$ cat src/rtl/mem_access_pkg.sv
// mem_access_pkg: shared constants and types for the MEM pipeline stage.
//   - writeback bubble constants (NOPRegAddr, WriteDisable, ZeroWord)
//   - stall vector width and the mem_wb hold bit position
//   - memory op codes (mem_op_t), access size codes (mem_size_t)
//   - MEM stage FSM states (state_t)
//   - op classification helpers used by the stage and its load extender
package mem_access_pkg;

   localparam logic [4:0]  NOPRegAddr   = 5'b00000;
   localparam logic        WriteDisable = 1'b0;
   localparam logic [31:0] ZeroWord     = 32'h0000_0000;

   localparam int unsigned StallBusWidth = 7;
   localparam int unsigned StallMemWb    = 5;

   typedef enum logic [3:0] {
      MEM_NOP = 4'd0,
      MEM_LB  = 4'd1,
      MEM_LH  = 4'd2,
      MEM_LW  = 4'd3,
      MEM_LBU = 4'd4,
      MEM_LHU = 4'd5,
      MEM_SB  = 4'd6,
      MEM_SH  = 4'd7,
      MEM_SW  = 4'd8
   } mem_op_t;

   typedef enum logic [1:0] {
      SIZE_B = 2'b00,
      SIZE_H = 2'b01,
      SIZE_W = 2'b11
   } mem_size_t;

   typedef enum logic [1:0] {
      IDLE = 2'd0,
      WAIT = 2'd1,
      DONE = 2'd2
   } state_t;

   function automatic logic op_is_store(input mem_op_t op);
      return (op == MEM_SB) || (op == MEM_SH) || (op == MEM_SW);
   endfunction

   function automatic logic op_is_load(input mem_op_t op);
      return (op == MEM_LB) || (op == MEM_LH) || (op == MEM_LW) ||
             (op == MEM_LBU) || (op == MEM_LHU);
   endfunction

   function automatic logic [1:0] op_size(input mem_op_t op);
      logic [1:0] size;
      case (op)
         MEM_LB, MEM_LBU, MEM_SB: size = SIZE_B;
         MEM_LH, MEM_LHU, MEM_SH: size = SIZE_H;
         MEM_LW, MEM_SW:          size = SIZE_W;
         default:                 size = SIZE_B;
      endcase
      return size;
   endfunction

endpackage

$ cat src/rtl/mem_access_if.sv
// mem_access_if: request/done bus between the MEM stage and the memory
// controller.
//   mc_req   level request, held until mc_done
//   mc_we    1 = store
//   mc_addr  access address
//   mc_size  00 byte, 01 half, 11 word
//   mc_wdata store data, low-aligned
//   mc_done  one-cycle completion pulse from the controller
//   mc_rdata load data, low-aligned, valid with mc_done
// master = MEM stage, slave = memory controller.
interface mem_access_if;

   logic        mc_req;
   logic        mc_we;
   logic [31:0] mc_addr;
   logic [1:0]  mc_size;
   logic [31:0] mc_wdata;
   logic        mc_done;
   logic [31:0] mc_rdata;

   modport master (
      output mc_req, mc_we, mc_addr, mc_size, mc_wdata,
      input  mc_done, mc_rdata
   );

   modport slave (
      input  mc_req, mc_we, mc_addr, mc_size, mc_wdata,
      output mc_done, mc_rdata
   );

endinterface

$ cat src/rtl/mem_access_load_ext.sv
// load_ext: combinational load result extender.
//   op  memory op (selects sign/zero extension and width)
//   raw low-aligned data returned by the memory controller
//   ext 32-bit value to write back
// LW and every non-narrow-load op pass raw through unchanged.
module load_ext
   import mem_access_pkg::*;
(
   input  mem_op_t     op,
   input  logic [31:0] raw,
   output logic [31:0] ext
);

   always_comb begin
      ext = raw;
      case (op)
         MEM_LB:  ext = {{24{raw[7]}}, raw[7:0]};
         MEM_LBU: ext = {24'h000000, raw[7:0]};
         MEM_LH:  ext = {{16{raw[15]}}, raw[15:0]};
         MEM_LHU: ext = {16'h0000, raw[15:0]};
         default: ext = raw;
      endcase
   end

endmodule

$ cat src/rtl/mem_access.sv
// mem_access: MEM stage of the 5-stage pipeline, between ex_mem and mem_wb.
//   clk, rst         clock, synchronous active-high reset
//   stall_sign       stall vector from ctrl; bit 5 = mem_wb held
//   ex_wd/wreg/wdata writeback triple from ex_mem
//   ex_memop         memory op (mem_op_t encoding)
//   ex_mem_addr      effective address
//   ex_mem_sdata     store data
//   mem_wd/wreg/wdata writeback triple to mem_wb
//   stallreq         holds the pipeline while an access is outstanding
//   mc               master side of the memory controller bus
// Non-memory ops pass straight through. A memory op is issued the cycle it
// is seen in IDLE, waits for mc_done, then presents its result in DONE for
// exactly one advancing cycle.
module mem_access
   import mem_access_pkg::*;
(
   input  logic                     clk,
   input  logic                     rst,
   input  logic [StallBusWidth-1:0] stall_sign,
   input  logic [4:0]               ex_wd,
   input  logic                     ex_wreg,
   input  logic [31:0]              ex_wdata,
   input  logic [3:0]               ex_memop,
   input  logic [31:0]              ex_mem_addr,
   input  logic [31:0]              ex_mem_sdata,
   output logic [4:0]               mem_wd,
   output logic                     mem_wreg,
   output logic [31:0]              mem_wdata,
   output logic                     stallreq,
   mem_access_if.master             mc
);

   state_t      state;
   mem_op_t     op;
   logic [31:0] ld_q;
   logic [31:0] ld_ext;
   logic        unused_stall;

   assign op = mem_op_t'(ex_memop);

   // Only the mem_wb hold bit matters to this stage.
   assign unused_stall = ^{stall_sign[6], stall_sign[4:0]};

   load_ext u_load_ext (
      .op  (op),
      .raw (mc.mc_rdata),
      .ext (ld_ext)
   );

   // mc_done is only honoured in WAIT, so late or stray pulses after a
   // reset or during DONE cannot disturb ld_q.
   always_ff @(posedge clk) begin
      if (rst) begin
         state <= IDLE;
         ld_q  <= '0;
      end else begin
         case (state)
            IDLE: begin
               if (op != MEM_NOP) begin
                  state <= WAIT;
               end
            end
            WAIT: begin
               if (mc.mc_done) begin
                  ld_q  <= ld_ext;
                  state <= DONE;
               end
            end
            DONE: begin
               if (!stall_sign[StallMemWb]) begin
                  state <= IDLE;
               end
            end
            default: state <= IDLE;
         endcase
      end
   end

   // Outputs are decoded combinationally from state and the ex_* inputs so
   // that passthrough and issue both happen in the cycle the op arrives.
   // The mc_* fields are zeroed whenever no request is outstanding.
   always_comb begin
      mem_wd      = NOPRegAddr;
      mem_wreg    = WriteDisable;
      mem_wdata   = ZeroWord;
      stallreq    = 1'b0;
      mc.mc_req   = 1'b0;
      mc.mc_we    = 1'b0;
      mc.mc_addr  = '0;
      mc.mc_size  = '0;
      mc.mc_wdata = '0;
      case (state)
         IDLE: begin
            if (op == MEM_NOP) begin
               mem_wd    = ex_wd;
               mem_wreg  = ex_wreg;
               mem_wdata = ex_wdata;
            end else begin
               stallreq    = 1'b1;
               mc.mc_req   = 1'b1;
               mc.mc_we    = op_is_store(op);
               mc.mc_addr  = ex_mem_addr;
               mc.mc_size  = op_size(op);
               mc.mc_wdata = ex_mem_sdata;
            end
         end
         WAIT: begin
            stallreq    = 1'b1;
            mc.mc_req   = 1'b1;
            mc.mc_we    = op_is_store(op);
            mc.mc_addr  = ex_mem_addr;
            mc.mc_size  = op_size(op);
            mc.mc_wdata = ex_mem_sdata;
         end
         DONE: begin
            mem_wd    = ex_wd;
            mem_wreg  = ex_wreg;
            mem_wdata = op_is_load(op) ? ld_q : ex_wdata;
         end
         default: ;
      endcase
   end

endmodule

$ cat src/flat_wrapper.sv
// flat-port wrapper written by rule: the top's interface ports become plain ports
module mem_access_flat import mem_access_pkg::*;
  (clk, rst, stall_sign, ex_wd, ex_wreg, ex_wdata, ex_memop, ex_mem_addr, ex_mem_sdata, mem_wd, mem_wreg, mem_wdata, stallreq, mc_mc_req, mc_mc_we, mc_mc_addr, mc_mc_size, mc_mc_wdata, mc_mc_done, mc_mc_rdata);
  mem_access_if mc_i ();
  input  logic clk;
  input  logic rst;
  input  logic [StallBusWidth-1:0] stall_sign;
  input  logic [4:0] ex_wd;
  input  logic ex_wreg;
  input  logic [31:0] ex_wdata;
  input  logic [3:0] ex_memop;
  input  logic [31:0] ex_mem_addr;
  input  logic [31:0] ex_mem_sdata;
  output logic [4:0] mem_wd;
  output logic mem_wreg;
  output logic [31:0] mem_wdata;
  output logic stallreq;
  output wire logic [$bits(mc_i.mc_req)-1:0] mc_mc_req;
  output wire logic [$bits(mc_i.mc_we)-1:0] mc_mc_we;
  output wire logic [$bits(mc_i.mc_addr)-1:0] mc_mc_addr;
  output wire logic [$bits(mc_i.mc_size)-1:0] mc_mc_size;
  output wire logic [$bits(mc_i.mc_wdata)-1:0] mc_mc_wdata;
  input wire logic [$bits(mc_i.mc_done)-1:0] mc_mc_done;
  input wire logic [$bits(mc_i.mc_rdata)-1:0] mc_mc_rdata;
  assign mc_mc_req = mc_i.mc_req;
  assign mc_mc_we = mc_i.mc_we;
  assign mc_mc_addr = mc_i.mc_addr;
  assign mc_mc_size = mc_i.mc_size;
  assign mc_mc_wdata = mc_i.mc_wdata;
  assign mc_i.mc_done = mc_mc_done;
  assign mc_i.mc_rdata = mc_mc_rdata;
  mem_access u_core (.clk(clk), .rst(rst), .stall_sign(stall_sign), .ex_wd(ex_wd), .ex_wreg(ex_wreg), .ex_wdata(ex_wdata), .ex_memop(ex_memop), .ex_mem_addr(ex_mem_addr), .ex_mem_sdata(ex_mem_sdata), .mem_wd(mem_wd), .mem_wreg(mem_wreg), .mem_wdata(mem_wdata), .stallreq(stallreq), .mc(mc_i));
endmodule
$ cat config.mk
export PLATFORM = sky130hd
export DESIGN_NAME = mem_access_flat
export DESIGN_NICKNAME = d
export VERILOG_FILES = /design/src/rtl/mem_access_pkg.sv /design/src/rtl/mem_access_if.sv /design/src/rtl/mem_access_load_ext.sv /design/src/rtl/mem_access.sv /design/src/flat_wrapper.sv
export SDC_FILE = /design/constraint.sdc
export NUM_CORES = 1
export LEC_CHECK = 0
export BUFFER_PORTS_ARGS = -buffer_cell sky130_fd_sc_hd__buf_2
export CORE_AREA = 2 2 98 100
export DETAILED_ROUTE_END_ITERATION = 8
export DIE_AREA = 0 0 100 102
export GPL_TIMING_DRIVEN = 0
export SETUP_SLACK_MARGIN = 0.2
export SYNTH_ARGS = -nofsm -noshare
export SYNTH_HDL_FRONTEND = slang
export SYNTH_SLANG_ARGS = --single-unit
$ cat constraint.sdc
create_clock -name clk -period 2 [get_ports clk]
set_clock_uncertainty 0.1 [all_clocks]
set_input_delay 0.2 -clock clk [delete_from_list [all_inputs] [get_ports clk]]
set_output_delay 0.2 -clock clk [all_outputs]
set_load 0.01 [all_outputs]
=== After elaboration in Yosys (flattened, before gate mapping) ===
Memory sizes are Yosys's and may differ from the RTL's.
Index checks and enable logic that the tools add are counted.

* Bits in registers: 34
* ROM bits: 64
* Input port bits: 148
* Output and inout port bits: 107
* Logic and storage cells: 50
* Memories: 2

* Equal/unequal tests: 13
* Mux-type cells: 22
* Reduce and logical (&&, ||, !) cells: 11

{| class="wikitable"
|+ Memory list
! memory !! words !! bits a word !! read ports !! clocked after memory_dff !! wr ports !! RTL line !! text
|-
| (no name shown) || 16 || 2 || 1 || 0 || 0 || mem_access_pkg.sv:51 || <nowiki>case (op)</nowiki>
|-
| (no name shown) || 16 || 2 || 1 || 0 || 0 || mem_access_pkg.sv:51 ||
|}

{| class="wikitable"
|+ Operators by type and width
! cell !! number
|-
| $pmux 32 s2 || 3
|-
| $mux 32 || 4
|-
| $pmux 32 s4 || 1
|-
| $eq 4x3->1 const B || 4
|-
| $pmux 5 s2 || 1
|-
| $eq 4x2->1 const B || 2
|-
| $mux 2 || 4
|-
| $logic_or 1x1->1 || 6
|-
| $pmux 1 s2 || 3
|-
| $pmux 2 s3 || 1
|-
| $mux 5 || 1
|-
| $eq 4x1->1 const B || 1
|-
| $eq 4x4->1 const B || 1
|-
| $logic_not 4->1 || 1
|-
| $ne 2x2->1 const B || 2
|-
| $pmux 2 s2 || 1
|-
| $reduce_bool 4->1 || 1
|-
| $mux 1 || 3
|-
| $reduce_and 3->1 || 1
|-
| $eq 2x1->1 const B || 1
|-
| $eq 2x2->1 const B || 1
|-
| $logic_not 2->1 || 1
|-
| $ne 2x1->1 const B || 1
|-
| $reduce_and 2->1 || 1
|}

=== Longest topological paths before layout ===
Gate-level depths: netlist of the first run.

* Word-level depth: 7
* Depth in mapped cells: 6

=== By module ===
Synthesis of the first run repeated with hierarchy kept, for this count alone.

* Cell total of the unflattened synthesis: 329
* Area, all modules: 2453.6 um2

{| class="wikitable"
|+ Modules (own cells, without submodules)
! module !! instances !! cells each !! area each (um2)
|-
| mem_access || 1 || 284 || 2119.5
|-
| load_ext || 1 || 45 || 334.1
|}

=== Least setup slack after synthesis of the first run ===
OpenSTA, ideal clock, no wires.

* Path kind: input-to-output
* From: in ex_memop[0]
* To: out mem_wdata[0]
* Data arrival time: 1318 ps
* Required time: 1700 ps
* Slack: 382 ps
* Cell stages on the path: 6
* Cell sequence: buf_6 > or3_4 > and3_1 > buf_6 > buf_6 > a32o_1

* Cells in the longest elaborated chain, start to end: 7
* Elaborated cells between the ends (all ways): 13

{| class="wikitable"
|+ RTL lines
! item !! RTL line !! text
|-
| from (decl) || flat_wrapper.sv:11 || <nowiki>input logic [3:0] ex_memop;</nowiki>
|-
| $eq 4x1->1 or $eq 4x2->1 (tied branches) || mem_access_pkg.sv:45 || <nowiki>return (op == MEM_LB) || (op == MEM_LH) || (op == MEM_LW) ||</nowiki>
|-
| $logic_or 1x1->1 (3 in series) || mem_access_pkg.sv:45 ||
|-
| $logic_or 1x1->1 || mem_access_pkg.sv:46 || <nowiki>(op == MEM_LBU) || (op == MEM_LHU);</nowiki>
|-
| $mux 32 || mem_access.sv:118 || <nowiki>mem_wdata = op_is_load(op) ? ld_q : ex_wdata;</nowiki>
|-
| $pmux 32 s2 (*) || mem_access.sv:92 || <nowiki>case (state)</nowiki>
|-
| to (decl) || flat_wrapper.sv:16 || <nowiki>output logic [31:0] mem_wdata;</nowiki>
|}

Mark *: on every way between the ends. The rest lies on a longest branch, timed or not.

=== Worst setup path after layout of the first run ===
* From: reg u_core.state[1]
* To: out mem_wdata[11]

* Cells in the longest elaborated chain, start to end: 2
* Elaborated cells between the ends (all ways): 3

{| class="wikitable"
|+ RTL lines
! item !! RTL line !! text
|-
| from (decl) || mem_access.sv:33 || <nowiki>state_t state;</nowiki>
|-
| from (signal assigned) || mem_access.sv:54 || <nowiki>state <= IDLE;</nowiki>
|-
| from (signal assigned) || mem_access.sv:60 || <nowiki>state <= WAIT;</nowiki>
|-
| from (signal assigned) || mem_access.sv:66 || <nowiki>state <= DONE;</nowiki>
|-
| $eq 2x2->1 or $logic_not 2->1 (tied branches) || mem_access.sv:92 ||
|-
| $pmux 32 s2 (*) || mem_access.sv:92 ||
|}

Marks and branches as above.

==> results.json, run 1 <==
{
  "status": "completed",
  "synth-seq-cells": 34,
  "fin_nets": 722,
  "vias_per_cell": 4.92,
  "required_ns": 1.70,
  "die-area_mm2": 0.0102,
  "area_growth_syn_to_layout_pct": 74.5,
  "ant_nets": 0,
  "clockRootBuffer": "clkbuf_8",
  "cts_tree": "done",
  "powerDensity_mw_per_mm2": 488,
  "clk_transition_reported_paths_ns": 0.07,
  "setup_viol": 0,
  "path_class": "reg -> out",
  "num_io_pins": 255,
  "drv_slew": 0,
  "worstHoldStart": "stall_sign[5]",
  "yosysWarningCount": 0,
  "ys.flop_type": "dfxtp_1",
  "grt_max_degree": 12,
  "cts.sink_count": 34,
  "hpwl_um": 8810,
  "peakVddDrop_uv": 255,
  "synthesis.nets": 457,
  "firstDrtPassIters": 4,
  "rows": 35,
  "htree_levels": 2,
  "gp_congestion": 0.753,
  "drive_above_1_share": 0.537,
  "async_flop_share": 0,
  "final_cell_mix": "buf_2, and2_1, nand2_1",
  "synth_edf_count": 0,
  "synthDistinctLibCells": 32,
  "drcViolationCount": 0,
  "num_vias": 3374,
  "slew_headroom": 0.504,
  "grt-ovfl-total": 0,
  "io_buffer_count": 245,
  "r2r_start": "u_core.state[0]",
  "die_y_um": 102,
  "period_needed_ns": 1.86,
  "synth_cells": 309,
  "cts_made_buffers": 5,
  "grt_usage": 0.203,
  "period_share": 0.930,
  "crit_path_end_kind": "output port",
  "drtIter0Drc": 122,
  "start_util": 0.265,
  "final_common_cell": "buf_2",
  "netlist_area_mm2": 0.00242,
  "cellLeakagePower_nw": 2.08,
  "cp_slowest_cell": "dfxtp_4",
  "yosysSeqAreaShare": 0.282,
  "cts_buffer_depth": 2,
  "start_kind": "flip-flop",
  "core_area_mm2": 0.00911,
  "antenna_found_initial": 0,
  "critical_path.max_fanout": 7,
  "drv_cap": 0,
  "routed_wl_um": 11200,
  "diodes": 0,
  "hold_viol": 0,
  "die_w_um": 100,
  "arrival_ns": 1.56,
  "finalPower_mw": 2.06,
  "crit_start": "u_core.state[1]",
  "fmax_mhz": 538,
  "min_path_type": "in -> reg",
  "grt_pass1_vias": 3144,
  "crit_chain": "nor2b_4 -> and3_4 -> buf_12 -> clkbuf_16 -> a32o_1 -> buf_2",
  "hold_ws_ns": 0.0481,
  "clkLatencyLatePin_ns": 0.29,
  "slowest_delay_ns": 0.36,
  "dp_slack_ns": -0.164,
  "utilization": 0.463,
  "grt_setup_unrepaired": "yes",
  "syn_area_per_cell_um2": 7.82,
  "grt_pass1_wl_um": 16300,
  "detail_route.wl_per_cell_um": 16.4,
  "setup_ws_ns": 0.140,
  "tightest_slew_ns": 0.738
}
routing by layer:
| layer | wire [um] | vias up | track usage |
|---|---|---|---|
| met5 | 0 | - | 0 |
| met1 | 5080 | 1570 | 0.292 |
| met4 | 53 | 0 | 0.0316 |
| met2 | 5310 | 143 | 0.315 |
| met3 | 786 | 6 | 0.0479 |
| li1 | - | 1655 | - |
power by group:
group          internal (mW)  switching [mW]
combinational          0.375           0.390
sequential             0.716          0.0291
clock                  0.277           0.269
final cells by class:
class                           instances  area [um^2]
Fill cell                             949         4890
Multi-Input combinational cell        235         1590
Timing Repair Buffer                  258         1420
Sequential cell                        34          688
Buffer                                 36          262
Tap cell                              111          139
Clock buffer                            6         82.6
Inverter                                4         27.5
Clock inverter                          2         12.5
sequential cells by signal, summed over array words and instances (netlist names):
name,cells
u_core.ld_q,32
u_core.state,2
critical path: cells and delay by family, from the launching register on:
kind	cells	cell delay, ns
DFF	1	0.36
AOI/OAI and AO/OA	1	0.20
buffers and inverters	3	0.43
and+or+nand+nor	2	0.28
logic make-up (layout without fill, tap and decap cells):
group / after synthesis / after routing / share of synthesized area
AO/OA/AOI/OAI: 91 / 91 / 0.290
XOR/XNOR: 1 / 1 / 0.00363
buffers and inverters: 40 / 306 / 0.0896
AND/OR/NAND/NOR: 143 / 143 / 0.335
flip-flops: 34 / 34 / 0.282
worst paths after layout:
check	to	depth (start not counted)	slack (ns)
setup reg to reg	u_core.ld_q[25]	6	0.37
hold reg to reg	u_core.ld_q[1]	2	0.36
setup / recovery	mem_wdata[11]	6	0.14
hold / removal	u_core.state[1]	3	0.05
metrics by stage:
stage	TNS (ns)	area [um^2]	cells
floorplan	0	2420	309
global placement	-4.22	3780	665
detailed placement	-5.26	3780	665
CTS	0	4110	684
global route	0	4220	686
finish	0	4220	686
cells in the mapped netlist, types with 2 or more instances:
library cell  instances  share of area
and2_1               70           0.18
dfxtp_1              34           0.28
nand2_1              34          0.053
a32o_1               31           0.13
a21oi_1              21          0.044
clkbuf_1             18          0.028
o21ai_0              17          0.035
nand3_1              16          0.033
o311ai_0             16          0.058
buf_4                 6          0.019
buf_2                 5          0.010
buf_6                 5          0.023
nor2_1                4         0.0062
nor3_1                4         0.0083
and3b_1               3          0.011
inv_1                 3         0.0047
nor2b_1               3         0.0078
and3_1                2         0.0052
and4_1                2         0.0073
buf_1                 2         0.0031
o21a_1                2         0.0062
what timing repair did:
action | in CTS | in global routing
cloned | 3 | 1
hold buffers | 0 | 0
pin swaps | 4 | 6
endpoints found under the setup margin | 104 | 129
buffers inserted | 8 | 1
gates resized for setup | 38 | 25
(Power assumes the default switching activity.)
==> run 2, diff against run 1 <==
ABC_AREA = 1   (was default)
==> run 2 against run 1 <==
Global-route usage shrank 0.55 points. Register-to-register slack worse by 0.06 ns. Cell count grew 23%. Sequential power up 2%. Combinational power grew 8.9%. Maximum frequency down 0.73%. Non-clock buffer count up 1. Critical path type unchanged. Largest cell class unchanged.
==> results.json, run 2 <==
{
  "htree_levels": 2,
  "start_util": 0.276,
  "drv_cap": 0,
  "min_path_type": "in -> reg",
  "start_kind": "flip-flop",
  "grt_max_degree": 11,
  "top_regs": "u_core.ld_q (32), u_core.state (2)",
  "routed_wl_um": 11000,
  "cts_tree": "done",
  "arrival_ns": 1.57,
  "peakVddDrop_uv": 429,
  "period_share": 0.937,
  "worst-path-buf-inv": 5,
  "hold_viol": 0,
  "cts.sink_count": 34,
  "grt_pass1_wl_um": 15900,
  "area_growth_syn_to_layout_pct": 82.5,
  "path_class": "reg -> out",
  "die_y_um": 102,
  "critical_path.max_fanout": 5,
  "clkLatencyLatePin_ns": 0.28,
  "drcViolationCount": 0,
  "synth_common_cells": "nand2_1, inv_1, nor2_1",
  "rrSetupSlack_ns": 0.31,
  "antenna_found_initial": 1,
  "yosys.area.top_type": "dfxtp_1",
  "period_needed_ns": 1.87,
  "top_register": "u_core.ld_q",
  "fillCellCount": 950,
  "tightest_slew_ns": 0.371,
  "detail_route.wl_per_cell_um": 13.0,
  "yosysWarningCount": 0,
  "yosysMostFrequentCell": "nand2_1",
  "required_ns": 1.70,
  "synth-seq-cells": 34,
  "grt_usage": 0.197,
  "yosysSeqAreaShare": 0.271,
  "drive_above_1_share": 0.492,
  "async_flop_share": 0,
  "final_common_cell": "buf_2",
  "critPathTopFamily": "buffers and inverters",
  "gp_congestion": 0.835,
  "core_area_mm2": 0.00911,
  "die-area_mm2": 0.0102,
  "clockRootBuffer": "clkbuf_8",
  "status": "completed",
  "setup_ws_ns": 0.126,
  "rr_worst_depth": 7,
  "num_vias": 3669,
  "synth_top_area_frac": 0.271,
  "firstDrtPassIters": 4,
  "final_cell_mix": "buf_2, inv_1, nor2_1",
  "yosys-top-cells-area": "dfxtp_1, nand2_1, inv_1, nor2_1, o21ai_0",
  "cts_buffer_depth": 2,
  "crit_path_end_kind": "output port",
  "fin_nets": 878,
  "holdPathStages": 3,
  "synth_cells": 449,
  "grt-ovfl-total": 0,
  "setup_tns_ns": 0,
  "largest_register_ffs": 32,
  "slowest_delay_ns": 0.34,
  "grt_setup_unrepaired": "yes",
  "crit_chain": "inv_4 -> nand4_1 -> buf_6 -> nand2_8 -> buf_6 -> buf_16 -> nand2_1 -> nand2_1 -> buf_2",
  "cellLeakagePower_nw": 2.85,
  "fmax_mhz": 534,
  "ant_nets": 0,
  "rows": 35,
  "synthDistinctLibCells": 23,
  "slew_headroom": 0.753,
  "drv_slew": 0,
  "synthesis.nets": 597,
  "drtIter0Drc": 108,
  "hpwl_um": 8280,
  "dp_slack_ns": 0.0492,
  "setup_viol": 0,
  "io_buffer_count": 248,
  "synth_edf_count": 0,
  "grt_pass1_vias": 3333,
  "powerDensity_mw_per_mm2": 463,
  "netlist_area_mm2": 0.00252,
  "crit_cells": 9,
  "cts_made_buffers": 5,
  "syn_area_per_cell_um2": 5.60,
  "clk_transition_reported_paths_ns": 0.07,
  "die_w_um": 100,
  "num_io_pins": 255,
  "ys.flop_type": "dfxtp_1",
  "cp_slowest_cell": "dfxtp_2",
  "vias_per_cell": 4.35
}
-- run 2: cell count changes after synthesis, moves of 5 or more --
| cell | previous run | this run |
|---|---|---|
| inv_1 | 3 | 93 |
| nor2_1 | 4 | 78 |
| and2_1 | 70 | 0 |
| nand2_1 | 34 | 102 |
| a32o_1 | 31 | 0 |
| o21ai_0 | 17 | 38 |
| o311ai_0 | 16 | 0 |
| clkbuf_1 | 18 | 3 |
| a21oi_1 | 21 | 35 |
| nand3_1 | 16 | 24 |
| nand2_2 | 0 | 6 |
| nor2_4 | 0 | 5 |
-- run 2: cell type report --
type                    instances  area (um^2)  share of cell area
clock buffers                   7         86.3              0.0188
well taps                     111          139              0.0302
clock inverters                 1         5.00             0.00109
multi-input cells             299         1510               0.329
repair buffers                274         1620               0.353
flip-flops and latches         34          686               0.149
plain buffers                  21          183              0.0398
inverters                      95          362              0.0787
diodes                          1         2.50            0.000545
-- run 2: stage by stage --
step | util | std cells | total power, mW | area (um^2) | hold WS [ns]
after floorplan | - | 449 | 1.14 | 2520 | 0.169
after global placement | 0.428 | 808 | 1.48 | 3900 | 0.301
after detailed placement | 0.428 | 808 | 1.49 | 3900 | 0.299
after CTS | 0.467 | 833 | 2.08 | 4250 | 0.0457
after global routing | 0.504 | 842 | 2.27 | 4590 | 0.0531
final | 0.504 | 843 | 2.13 | 4590 | 0.0551
-- run 2: layer usage --
| layer | routed length [um] | track usage |
|---|---|---|
| met5 | 0 | 0 |
| met4 | 232 | 0.0643 |
| met3 | 840 | 0.0534 |
| met1 | 4190 | 0.210 |
| met2 | 5730 | 0.377 |
-- run 2: final timing paths --
path	from	to
worst max register to register	u_core.state[0]	u_core.ld_q[28]
worst min register to register	u_core.ld_q[0]	u_core.ld_q[0]
worst max-delay path	u_core.state[1]	mem_wdata[24]
worst min-delay path	stall_sign[5]	u_core.state[1]
-- run 2: cells by family after synthesis --
logic type	Yosys count	share of synthesized area
compound gates	78	0.160
buf+inv	116	0.198
flops	34	0.271
simple gates	221	0.372
-- run 2: worst reg2reg max path: cells and delay by family (launching register included) --
family | cells | cell delay (ns)
AOI/OAI and AO/OA | 1 | 0.07
buffers and inverters | 3 | 0.37
DFF | 1 | 0.40
and+or+nand+nor | 3 | 0.64
-- run 2: what timing repair did --
item / 4_1_cts / 5_1_grt
pin swaps: 8 / 15
resized for setup: 27 / 69
hold endpoints to repair: 2 / 0
hold buffers: 1 / 0
endpoints found under the setup margin: 53 / 46
cloned: 2 / 4
setup buffers: 14 / 5
-- run 2: report_power, final --
group / switching [mW] / leakage (nW) / internal (mW)
Clock: 0.255 / 0.0482 / 0.278
Sequential: 0.0300 / 0.280 / 0.732
Combinational: 0.441 / 2.52 / 0.391
==> run 3, diff against run 2 <==
CORE_AREA = default   (was 2 2 98 100)
CORE_MARGIN = 8   (was default)
CORE_UTILIZATION = 36   (was default)
DIE_AREA = default   (was 0 0 100 102)
PLACE_DENSITY = 0.81   (was default)
==> run 3 against run 2 <==
Sequential share of layout area is 0.92 points higher. Total power is 1.9% lower. Routed wire length grew 13%. Die area fell by 2.7%. Flip-flop and latch count is the same. Non-clock buffer count down 7. First-iteration DRC count up 88%. Register-to-register slack worse by 0.14 ns. Cell area down 5.8%. Cell count is 2.7% lower. Combinational power is 2% lower. Count of clock-buffer cells in the layout decreased by 1. Highest routed layer unchanged.
==> results.json, run 3 (synthesis gave the netlist of run 2 again) <==
{
  "grt_pass1_vias": 3692,
  "utilization": 0.637,
  "cp_slowest_cell": "dfxtp_4",
  "holdPathStages": 3,
  "crit_cells": 7,
  "powerDensity_mw_per_mm2": 482,
  "status": "completed",
  "slew_headroom": 0.740,
  "path_class": "reg -> out",
  "crit_chain": "inv_4 -> nand4_1 -> nand2_4 -> buf_8 -> nand2_2 -> o21ai_1 -> buf_2",
  "rows": 30,
  "vias_per_cell": 4.62,
  "clockRootBuffer": "clkbuf_8",
  "critical_path.max_fanout": 5,
  "arrival_ns": 1.55,
  "crit_path_end_kind": "output port",
  "p_sw_mw": 0.744,
  "num_io_pins": 255,
  "min_path_type": "in -> reg",
  "r2r_start": "u_core.state[0]",
  "firstDrtPassIters": 5,
  "top_regs": "u_core.ld_q (32), u_core.state (2)",
  "cts_tree": "done",
  "drtIter0Drc": 203,
  "power_frac_comb": 0.392,
  "die_w_um": 99.6,
  "worst-path-buf-inv": 3,
  "tightest_slew_ns": 0.389,
  "hpwl_um": 10100,
  "drive_above_1_share": 0.463,
  "cts_buffer_depth": 2,
  "grt-ovfl-total": 0,
  "core_area_mm2": 0.00679,
  "placed_cells": 793,
  "rr_worst_depth": 8,
  "fillCellCount": 632,
  "routed_wl_um": 12500,
  "worstHoldStart": "mc_mc_rdata[26]",
  "die_y_um": 99.6,
  "period_share": 0.927,
  "final_cell_mix": "buf_2, inv_1, nand2_1",
  "largest_register_ffs": 32,
  "cellLeakagePower_nw": 2.73,
  "setup_ws_ns": 0.147,
  "gp_congestion": 0.987,
  "cts_made_buffers": 5,
  "hold_viol": 0,
  "clk_transition_reported_paths_ns": 0.07,
  "fmax_mhz": 540,
  "critPathTopFamily": "simple AND/OR/NAND/NOR gates",
  "diodes": 0,
  "internal_power_mw": 1.34,
  "htree_levels": 2,
  "cts.sink_count": 34,
  "final_common_cell": "buf_2",
  "start_util": 0.370,
  "stdcell_area_mm2": 0.00433,
  "clockPowerShare": 0.243,
  "setup_viol": 0,
  "detail_route.wl_per_cell_um": 15.2,
  "grt_setup_unrepaired": "yes",
  "num_vias": 3786,
  "setup_tns_ns": 0,
  "crit_start": "u_core.state[0]",
  "whs_endpoint": "u_core.ld_q[26]",
  "fin_nets": 871,
  "io_buffer_count": 248,
  "top_usage_layer": "met2",
  "drcViolationCount": 0,
  "fin_cells": 820,
  "start_kind": "flip-flop",
  "placed_cell_area_mm2": 0.00388,
  "rrSetupSlack_ns": 0.17,
  "grt_pass1_wl_um": 18500,
  "die-area_mm2": 0.00992,
  "antenna_found_initial": 0,
  "ant_nets": 0,
  "pwr-share-seq": 0.365,
  "met3_usage": 0.0594,
  "grt_max_degree": 12,
  "required_ns": 1.70,
  "area_growth_syn_to_layout_pct": 72.0,
  "drv_cap": 0,
  "dp_slack_ns": 0.104,
  "clkLatencyLatePin_ns": 0.29,
  "grt_usage": 0.231,
  "gr-usage-met2": 0.434,
  "drv_slew": 0,
  "peakVddDrop_uv": 398,
  "reg2reg_to": "u_core.ld_q[30]",
  "top_register": "u_core.ld_q",
  "period_needed_ns": 1.85,
  "swShare": 0.357,
  "slowest_delay_ns": 0.37,
  "use_met1": 0.238
}
## run 3: cell count changes in the layout (fill, tap and decap cells not counted), sizes merged
cell / previous run / this run
buf: 287 / 282
clkbuf: 14 / 11
clkinv: 1 / 2
diode: 1 / 0
## run 3: power groups by stage
stage	logic, mW	registers (mW)	clock network [mW]
floorplan	0.372	0.765	0
global placement	0.728	0.769	0
detailed placement	0.739	0.771	0
CTS	0.774	0.759	0.513
global route	0.893	0.767	0.542
finish	0.818	0.762	0.508
## run 3: how the worst max path moves through the flow
stage | to | slack, ns
2_1_floorplan | mem_wdata[5] | 0.46
3_3_place_gp | stallreq | 0.10
3_5_place_dp | stallreq | 0.10
4_1_cts | mem_wdata[13] | 0.18
5_1_grt | u_core.ld_q[30] | 0.06
6_report | mem_wdata[5] | 0.15
## run 3: worst register-to-register path: cells and delay by family (launching register included)
kind            cells  cell delay, ns
buf+inv             4            0.47
compound gates      1            0.07
flops               1            0.39
simple gates        3            0.68
## run 3: final cells by class
cell class,instances,area [um^2],share of cell area
timing repair buffer,267,1470,0.339
multi-input combinational,299,1430,0.331
sequential,34,686,0.158
inverter,95,362,0.0836
buffer,21,174,0.0402
tap,96,120,0.0278
clock buffer,6,72.6,0.0168
clock inverter,2,13.8,0.00318
## run 3: metrics by stage
step                total power, mW  hold slack [ns]
floorplan                      1.14            0.169
global placement               1.50            0.293
detailed placement             1.51            0.300
CTS                            2.05           0.0422
global route                   2.20           0.0509
finish                         2.09           0.0474
## run 3: what timing repair did
action,in CTS,in global routing
pin swaps,6,11
gates resized for setup,26,33
hold endpoints to repair,2,0
hold buffers,1,0
endpoints found under the setup margin,49,33
gates cloned,2,2
setup buffers,5,9
## run 3: per-layer routing
metal,wire length [um],vias to the layer above
li1,-,1894
met1,4680,1702
met2,6530,166
met3,922,24
met4,336,0
met5,0,-
